<file path="config.mk">
export PLATFORM = sky130hd
export DESIGN_NAME = sh2_bus_arb
export DESIGN_NICKNAME = d
export VERILOG_FILES = /design/src/rtl/sh2_pkg.sv /design/src/rtl/sh2_bus_arb.sv
export SDC_FILE = /design/constraint.sdc
export NUM_CORES = 1
export LEC_CHECK = 0
export CORE_ASPECT_RATIO = 1.75
export CORE_MARGIN = 2
export CORE_UTILIZATION = 40
export DETAILED_ROUTE_END_ITERATION = 10
export PLACE_DENSITY_LB_ADDON = 0.05
export SLEW_MARGIN = 10
export SYNTH_ARGS = -nofsm -noshare
export SYNTH_HDL_FRONTEND = slang
export SYNTH_SLANG_ARGS = --single-unit
</file>
<file path="constraint.sdc">
create_clock -name clk -period 4.8 [get_ports clk]
set_input_delay 1.2 -clock clk [delete_from_list [all_inputs] [get_ports clk]]
set_output_delay 1.2 -clock clk [all_outputs]
set_load 0.02 [all_outputs]
</file>
<file path="src/rtl/sh2_pkg.sv">
// Shared SH-2 bus types: access sizes, arbiter state encoding and byte-lane helpers.
package sh2_pkg;

    typedef enum logic [1:0] {
        SZ_BYTE = 2'b00,
        SZ_WORD = 2'b01,
        SZ_LONG = 2'b10
    } MemSize_t;

    typedef enum logic [2:0] {
        ST_IDLE      = 3'd0,
        ST_IF_ACC    = 3'd1,
        ST_MA_ACC    = 3'd2,
        ST_LOCK_HOLD = 3'd3,
        ST_DMA_GNT   = 3'd4
    } ArbState_t;

    localparam int IF_STARVE_MAX_DEF = 4;

    function automatic logic [31:0] ByteShiftRigth(input logic [31:0] data, input logic [1:0] lanes);
        return data >> {lanes, 3'b000};
    endfunction

    // The reserved size code 2'b11 behaves as a longword access.
    function automatic MemSize_t norm_size(input logic [1:0] sz);
        return (sz == 2'b11) ? SZ_LONG : MemSize_t'(sz);
    endfunction

    function automatic logic [31:0] write_lanes(input MemSize_t sz, input logic [31:0] wd);
        case (sz)
            SZ_BYTE: return {4{wd[7:0]}};
            SZ_WORD: return {2{wd[15:0]}};
            default: return wd;
        endcase
    endfunction

    // Big-endian lane select: byte address 0 lives in DI[31:24].
    function automatic logic [31:0] read_lanes(input MemSize_t sz, input logic [1:0] a, input logic [31:0] di);
        logic [31:0] shifted;
        shifted = ByteShiftRigth(di, 2'd3 - a);
        case (sz)
            SZ_BYTE: return {24'h0, shifted[7:0]};
            SZ_WORD: return a[1] ? {16'h0, di[15:0]} : {16'h0, di[31:16]};
            default: return di;
        endcase
    endfunction

endpackage

</file>
<file path="src/rtl/sh2_bus_arb.sv">
// Arbiter for the SH-2 shared bus: instruction fetch, data access with locked
// read-modify-write, and external DMA bus hand-over.
module sh2_bus_arb
    import sh2_pkg::*;
#(
    parameter int IF_STARVE_MAX = IF_STARVE_MAX_DEF
) (
    input  logic        clk,
    input  logic        rst_n,
    input  logic        ce,
    input  logic        if_req,
    input  logic [31:0] if_addr,
    output logic        if_ack,
    output logic [15:0] if_data,
    input  logic        ma_req,
    input  logic [31:0] ma_addr,
    input  logic        ma_wr,
    input  logic [1:0]  ma_sz,
    input  logic [31:0] ma_wd,
    input  logic        ma_lock,
    output logic        ma_ack,
    output logic [31:0] ma_rd,
    input  logic        dreq,
    output logic        dack,
    output logic [31:0] bus_a,
    output logic [31:0] bus_do,
    input  logic [31:0] bus_di,
    output logic        bus_req,
    output logic        bus_we,
    output logic [1:0]  bus_sz,
    input  logic        bus_busy,
    output logic        bus_lock
);

    localparam int CW = $clog2(IF_STARVE_MAX + 1);

    ArbState_t   state_reg, state_next;
    logic [CW-1:0] starve_reg;
    logic        ready_reg;
    logic        lock_reg;
    logic        follow_reg;
    logic        lat_wr_reg;
    MemSize_t    lat_sz_reg;
    logic [31:0] bus_a_reg;
    logic [31:0] bus_do_reg;
    logic        if_ack_reg;
    logic        ma_ack_reg;
    logic [15:0] if_data_reg;
    logic [31:0] ma_rd_reg;

    logic grant_if, grant_ma, done_if, done_ma, starve_full;

    assign starve_full = (starve_reg == CW'(IF_STARVE_MAX));

    always_comb begin
        state_next = state_reg;
        grant_if   = 1'b0;
        grant_ma   = 1'b0;
        done_if    = 1'b0;
        done_ma    = 1'b0;
        case (state_reg)
            ST_IDLE: begin
                // ready_reg delays the first grant by one CE edge after reset release.
                if (ready_reg) begin
                    if (dreq) begin
                        state_next = ST_DMA_GNT;
                    end else if (if_req && (!ma_req || starve_full)) begin
                        state_next = ST_IF_ACC;
                        grant_if   = 1'b1;
                    end else if (ma_req) begin
                        state_next = ST_MA_ACC;
                        grant_ma   = 1'b1;
                    end
                end
            end
            ST_IF_ACC: begin
                if (!bus_busy) begin
                    done_if    = 1'b1;
                    state_next = ST_IDLE;
                end
            end
            ST_MA_ACC: begin
                if (!bus_busy) begin
                    done_ma    = 1'b1;
                    state_next = (lock_reg && !follow_reg) ? ST_LOCK_HOLD : ST_IDLE;
                end
            end
            ST_LOCK_HOLD: begin
                if (ma_req) begin
                    state_next = ST_MA_ACC;
                    grant_ma   = 1'b1;
                end
            end
            ST_DMA_GNT: begin
                if (!dreq) state_next = ST_IDLE;
            end
            default: state_next = ST_IDLE;
        endcase
    end

    always_ff @(posedge clk or negedge rst_n) begin
        if (!rst_n) begin
            state_reg   <= ST_IDLE;
            starve_reg  <= '0;
            ready_reg   <= 1'b0;
            lock_reg    <= 1'b0;
            follow_reg  <= 1'b0;
            lat_wr_reg  <= 1'b0;
            lat_sz_reg  <= SZ_BYTE;
            bus_a_reg   <= '0;
            bus_do_reg  <= '0;
            if_ack_reg  <= 1'b0;
            ma_ack_reg  <= 1'b0;
            if_data_reg <= '0;
            ma_rd_reg   <= '0;
        end else if (ce) begin
            state_reg  <= state_next;
            ready_reg  <= 1'b1;
            if_ack_reg <= 1'b0;
            ma_ack_reg <= 1'b0;
            if (grant_if) begin
                bus_a_reg  <= if_addr;
                lat_wr_reg <= 1'b0;
                lat_sz_reg <= SZ_WORD;
                bus_do_reg <= '0;
                starve_reg <= '0;
            end
            if (grant_ma) begin
                bus_a_reg  <= ma_addr;
                lat_wr_reg <= ma_wr;
                lat_sz_reg <= norm_size(ma_sz);
                bus_do_reg <= write_lanes(norm_size(ma_sz), ma_wd);
                if (state_reg == ST_LOCK_HOLD) follow_reg <= 1'b1;
                else                           lock_reg   <= ma_lock && !ma_wr;
                if (if_req && !starve_full) starve_reg <= starve_reg + 1'b1;
            end
            if (done_if) begin
                if_ack_reg  <= 1'b1;
                if_data_reg <= bus_a_reg[1] ? bus_di[15:0] : bus_di[31:16];
            end
            if (done_ma) begin
                ma_ack_reg <= 1'b1;
                if (!lat_wr_reg) ma_rd_reg <= read_lanes(lat_sz_reg, bus_a_reg[1:0], bus_di);
                // The access following a locked read releases the lock.
                if (follow_reg) begin
                    lock_reg   <= 1'b0;
                    follow_reg <= 1'b0;
                end
            end
        end
    end

    assign if_ack   = if_ack_reg;
    assign if_data  = if_data_reg;
    assign ma_ack   = ma_ack_reg;
    assign ma_rd    = ma_rd_reg;
    assign dack     = (state_reg == ST_DMA_GNT);
    assign bus_req  = (state_reg == ST_IF_ACC) || (state_reg == ST_MA_ACC);
    assign bus_we   = (state_reg == ST_MA_ACC) && lat_wr_reg;
    assign bus_a    = bus_a_reg;
    assign bus_do   = bus_do_reg;
    assign bus_sz   = lat_sz_reg;
    assign bus_lock = lock_reg;

endmodule

</file>
==> impl_results.md <==
* Status: finished clean
* Fin. Hold Viols at 0
* Clock share of power at 29.0%
* DR iter-0 viols at between 300 and 400
* Area contributors post-synth: dfrtp_1, mux2i_1, nand3_1
* Relative slew slack at approximately 25%
* #FFs+latches synth at roughly 130
* Post-route ant nets at 0
* Leading cell type by number of instances after synthesis: dfrtp_1
* Die area at ~17,000 um^2
* Logic pwr share at between 30% and 40%
* Ys async rst share at 100%
* Initial Utilization at 40.8%
* Data arrival, critical path at 2440 ps
* Yosys top cell area share at approximately half
* Post-Synth Adder-Cell Area at less than 1%
* Core region area at around 15,000 um^2
* Hold_sp: ma_rd[27]
* Final setup TNS at 0 ps
* Area added between synthesis and finish at 53.7%
* Net Count, Synth at approximately 770
* # nets final at roughly 1.0k
* Largest net degree at the start of global routing at 66
* Fmax at approximately 270 MHz
* Worst-margin pin slew at around 1100 ps
* Post-Syn Area at approximately 6300 um^2
* Area taken by multi-input logic gates at approximately 2900 um^2
* DRT Wirelength at 21,600 um
* Max Slew Vio Count at 0
* Critical path type: reg -> out
* Avg Synthesized Cell Area at around 10 um^2
* Worst-path fanout max at 14
* Final core occ at a little over three fifths
* Final Power at 0.00503 W
* Global route total overflow at 0
* Top Ports at 259
* Num CTS Buffers at 17
* Via count of the first global-routing pass at approximately 6.5k
* Maximum vdd drop at between 0.2 and 0.25 mV
* Clk sinks at between 100 and 150
* Postcts setup bufs at 0
* Fin crit share at approximately three quarters
* Fin Clk Skew at approximately 11 ps
* Flop pwr share at 32.4%
* H-tree depth at 4
* LEAKAGE at between 4 and 5 nW
* GRT Util Overall at 25.6%
* Clk_lat worst skew at 410 ps
* Resize count post-CTS at 0
* HPWL after DPL at about 16,000 um
* Die W at between 90 and 100 um
* Worst R2R Start: state_reg[0]
* CTS clk-pin slew, worst paths at 60 ps
* CP startpoint: state_reg[1]
* Post-CTS Hold Fix Bufs at 0
* Clock tree from TritonCTS: done
* Port buffer count at 258
* Largest family of logic cells by synthesized area: compound AO/OA/AOI/OAI gates
* Most used DFF post-synth: dfrtp_1
* Yosys warns at 0
* RSZ-0062 raised after global routing: no
* Sw Share at 34.2%
* Compound-Gate Fraction of Synth Area at about a fifth
* CP Launch Type: register
* Layout cell share with drive strength beyond 1 at 7.53%
* Vias per inst at 5.77
* Largest area contributor in the netlist: dfrtp_1
* Synth Area in XOR/XNOR at less than 1%
* Residual DRC count at 0
* # rows at 60
* Longest Clk Path Bufs at 2
* Post-synth top cells: dfrtp_1, nand2_1, nand3_1
* Root buf cell: clkbuf_16
* Cell count after synthesis at between 600 and 700
* First-pass GRT wire length at about 34,000 um
* Simple-gate share of the synthesized area at roughly 16%
* Setup crit end kind: output port
* Internal power at around 0.0033 W
* Post-synth EDFFs at 0
* # fillers at 1,284
* Max-cap violations at 0
* Distinct cells, synth at between 40 and 50
* Sequential area share after synthesis at between 50% and 60%
* Die Y at about 170 um
* DR WL/cell at between 20 and 25 um
* Sw Pwr at ~0.0017 W
* WP data required at approximately 3600 ps
* Register area at between 3000 and 4000 um^2
* HP Class: reg -> reg
* Fin crit period at roughly 3600 ps
* Drt pass-1 iters at 5
* Final count of negative-setup-slack endpoints at 0
* RD Place Congestion at about 0.87
* PD cells at 521 nW/um^2
* Initial antenna violation count at 1
* DR vias at roughly 6.1k
* Mux cell area share after synthesis at 9.90%
-- critical path, cell delays in order, from the launching register on --
cell and delay (ps):
dfrtp_1 650, nor2b_1 480, and3_1 260, clkdlybuf4s50_1 640
-- final timing paths --
kind | to | slack, ps | depth (start not counted)
min | ma_rd[27] | 470 | 2
min reg2reg | ma_rd[27] | 470 | 2
max | bus_we | 1160 | 3
max in group asynchronous | ready_reg | 3080 | 2
max reg2reg | bus_a[24] | 2030 | 6
min in group asynchronous | ma_rd[30] | 880 | 1
-- per-stage QoR --
step                      std cells  setup slack, ps  hold WS [ps]  instance area, um^2
after floorplan                 631             2110           492                 6280
after detailed placement       1031             1030           465                 8970
after global placement         1031             1120           455                 8970
after CTS                      1063             1170           478                 9640
final                          1064             1160           470                 9650
after global routing           1064             1040           492                 9650
-- per-layer routing --
layer	part of all wire (%)	routed length [um]	global-route usage, %
met1	36	7710	27.2
met2	52	11300	45.7
met3	6.5	1400	6.18
met4	5.4	1160	14.7
met5	0	0	0
-- final cells by class --
type                    count  area share, %
multi-input cells         440           29.8
repair buffers            269           27.7
flip-flops and latches    126           32.7
clock inverters            12           2.14
clock buffers              20           4.83
inverters                  10          0.389
diodes                      1         0.0259
well taps                 186           2.41
-- cells in the final DEF (no fill, tap or decap), drive strengths merged, types with 2 or more instances in the layout --
master | netlist | layout
clkdlybuf4s50 | 0 | 257
dfrtp | 126 | 126
nand2 | 55 | 55
nand3 | 49 | 49
nor2 | 46 | 46
o21ai | 44 | 44
mux2i | 43 | 43
nor3 | 35 | 35
a31oi | 32 | 32
a21oi | 28 | 28
a22o | 20 | 20
clkbuf | 34 | 20
o2bb2ai | 18 | 18
a221oi | 16 | 16
buf | 21 | 12
inv | 10 | 12
mux4 | 8 | 8
bufinv | 0 | 5
and3 | 4 | 4
nand2b | 4 | 4
a21o | 4 | 4
clkinv | 0 | 4
nor4 | 4 | 4
nor2b | 2 | 2
nand3b | 2 | 2
a21bo | 2 | 2
a211oi | 2 | 2
a41oi | 2 | 2
ha | 2 | 2
or4 | 2 | 2
o2111ai | 2 | 2
-- cells by family (layout without fill, tap and decap cells) --
family	Yosys count	count (layout)
buffers and inverters	65	311
DFF	126	126
muxes	52	52
xor gates and xnor gates	1	1
other	0	1
AOI/OAI and AO/OA	177	177
and+or+nand+nor	208	208
adders and majority gates	2	2
-- power groups by stage --
stage | Sequential (W) | Combinational [W] | Clock, W
6_report | 0.00163 | 0.00194 | 0.00146
4_1_cts | 0.00163 | 0.00196 | 0.00149
3_5_place_dp | 0.00164 | 0.00195 | 0
3_3_place_gp | 0.00163 | 0.00193 | 0
5_1_grt | 0.00167 | 0.00207 | 0.00153
2_1_floorplan | 0.00195 | 0.000640 | 0
Note: power is estimated with default switching activity, not from simulation.
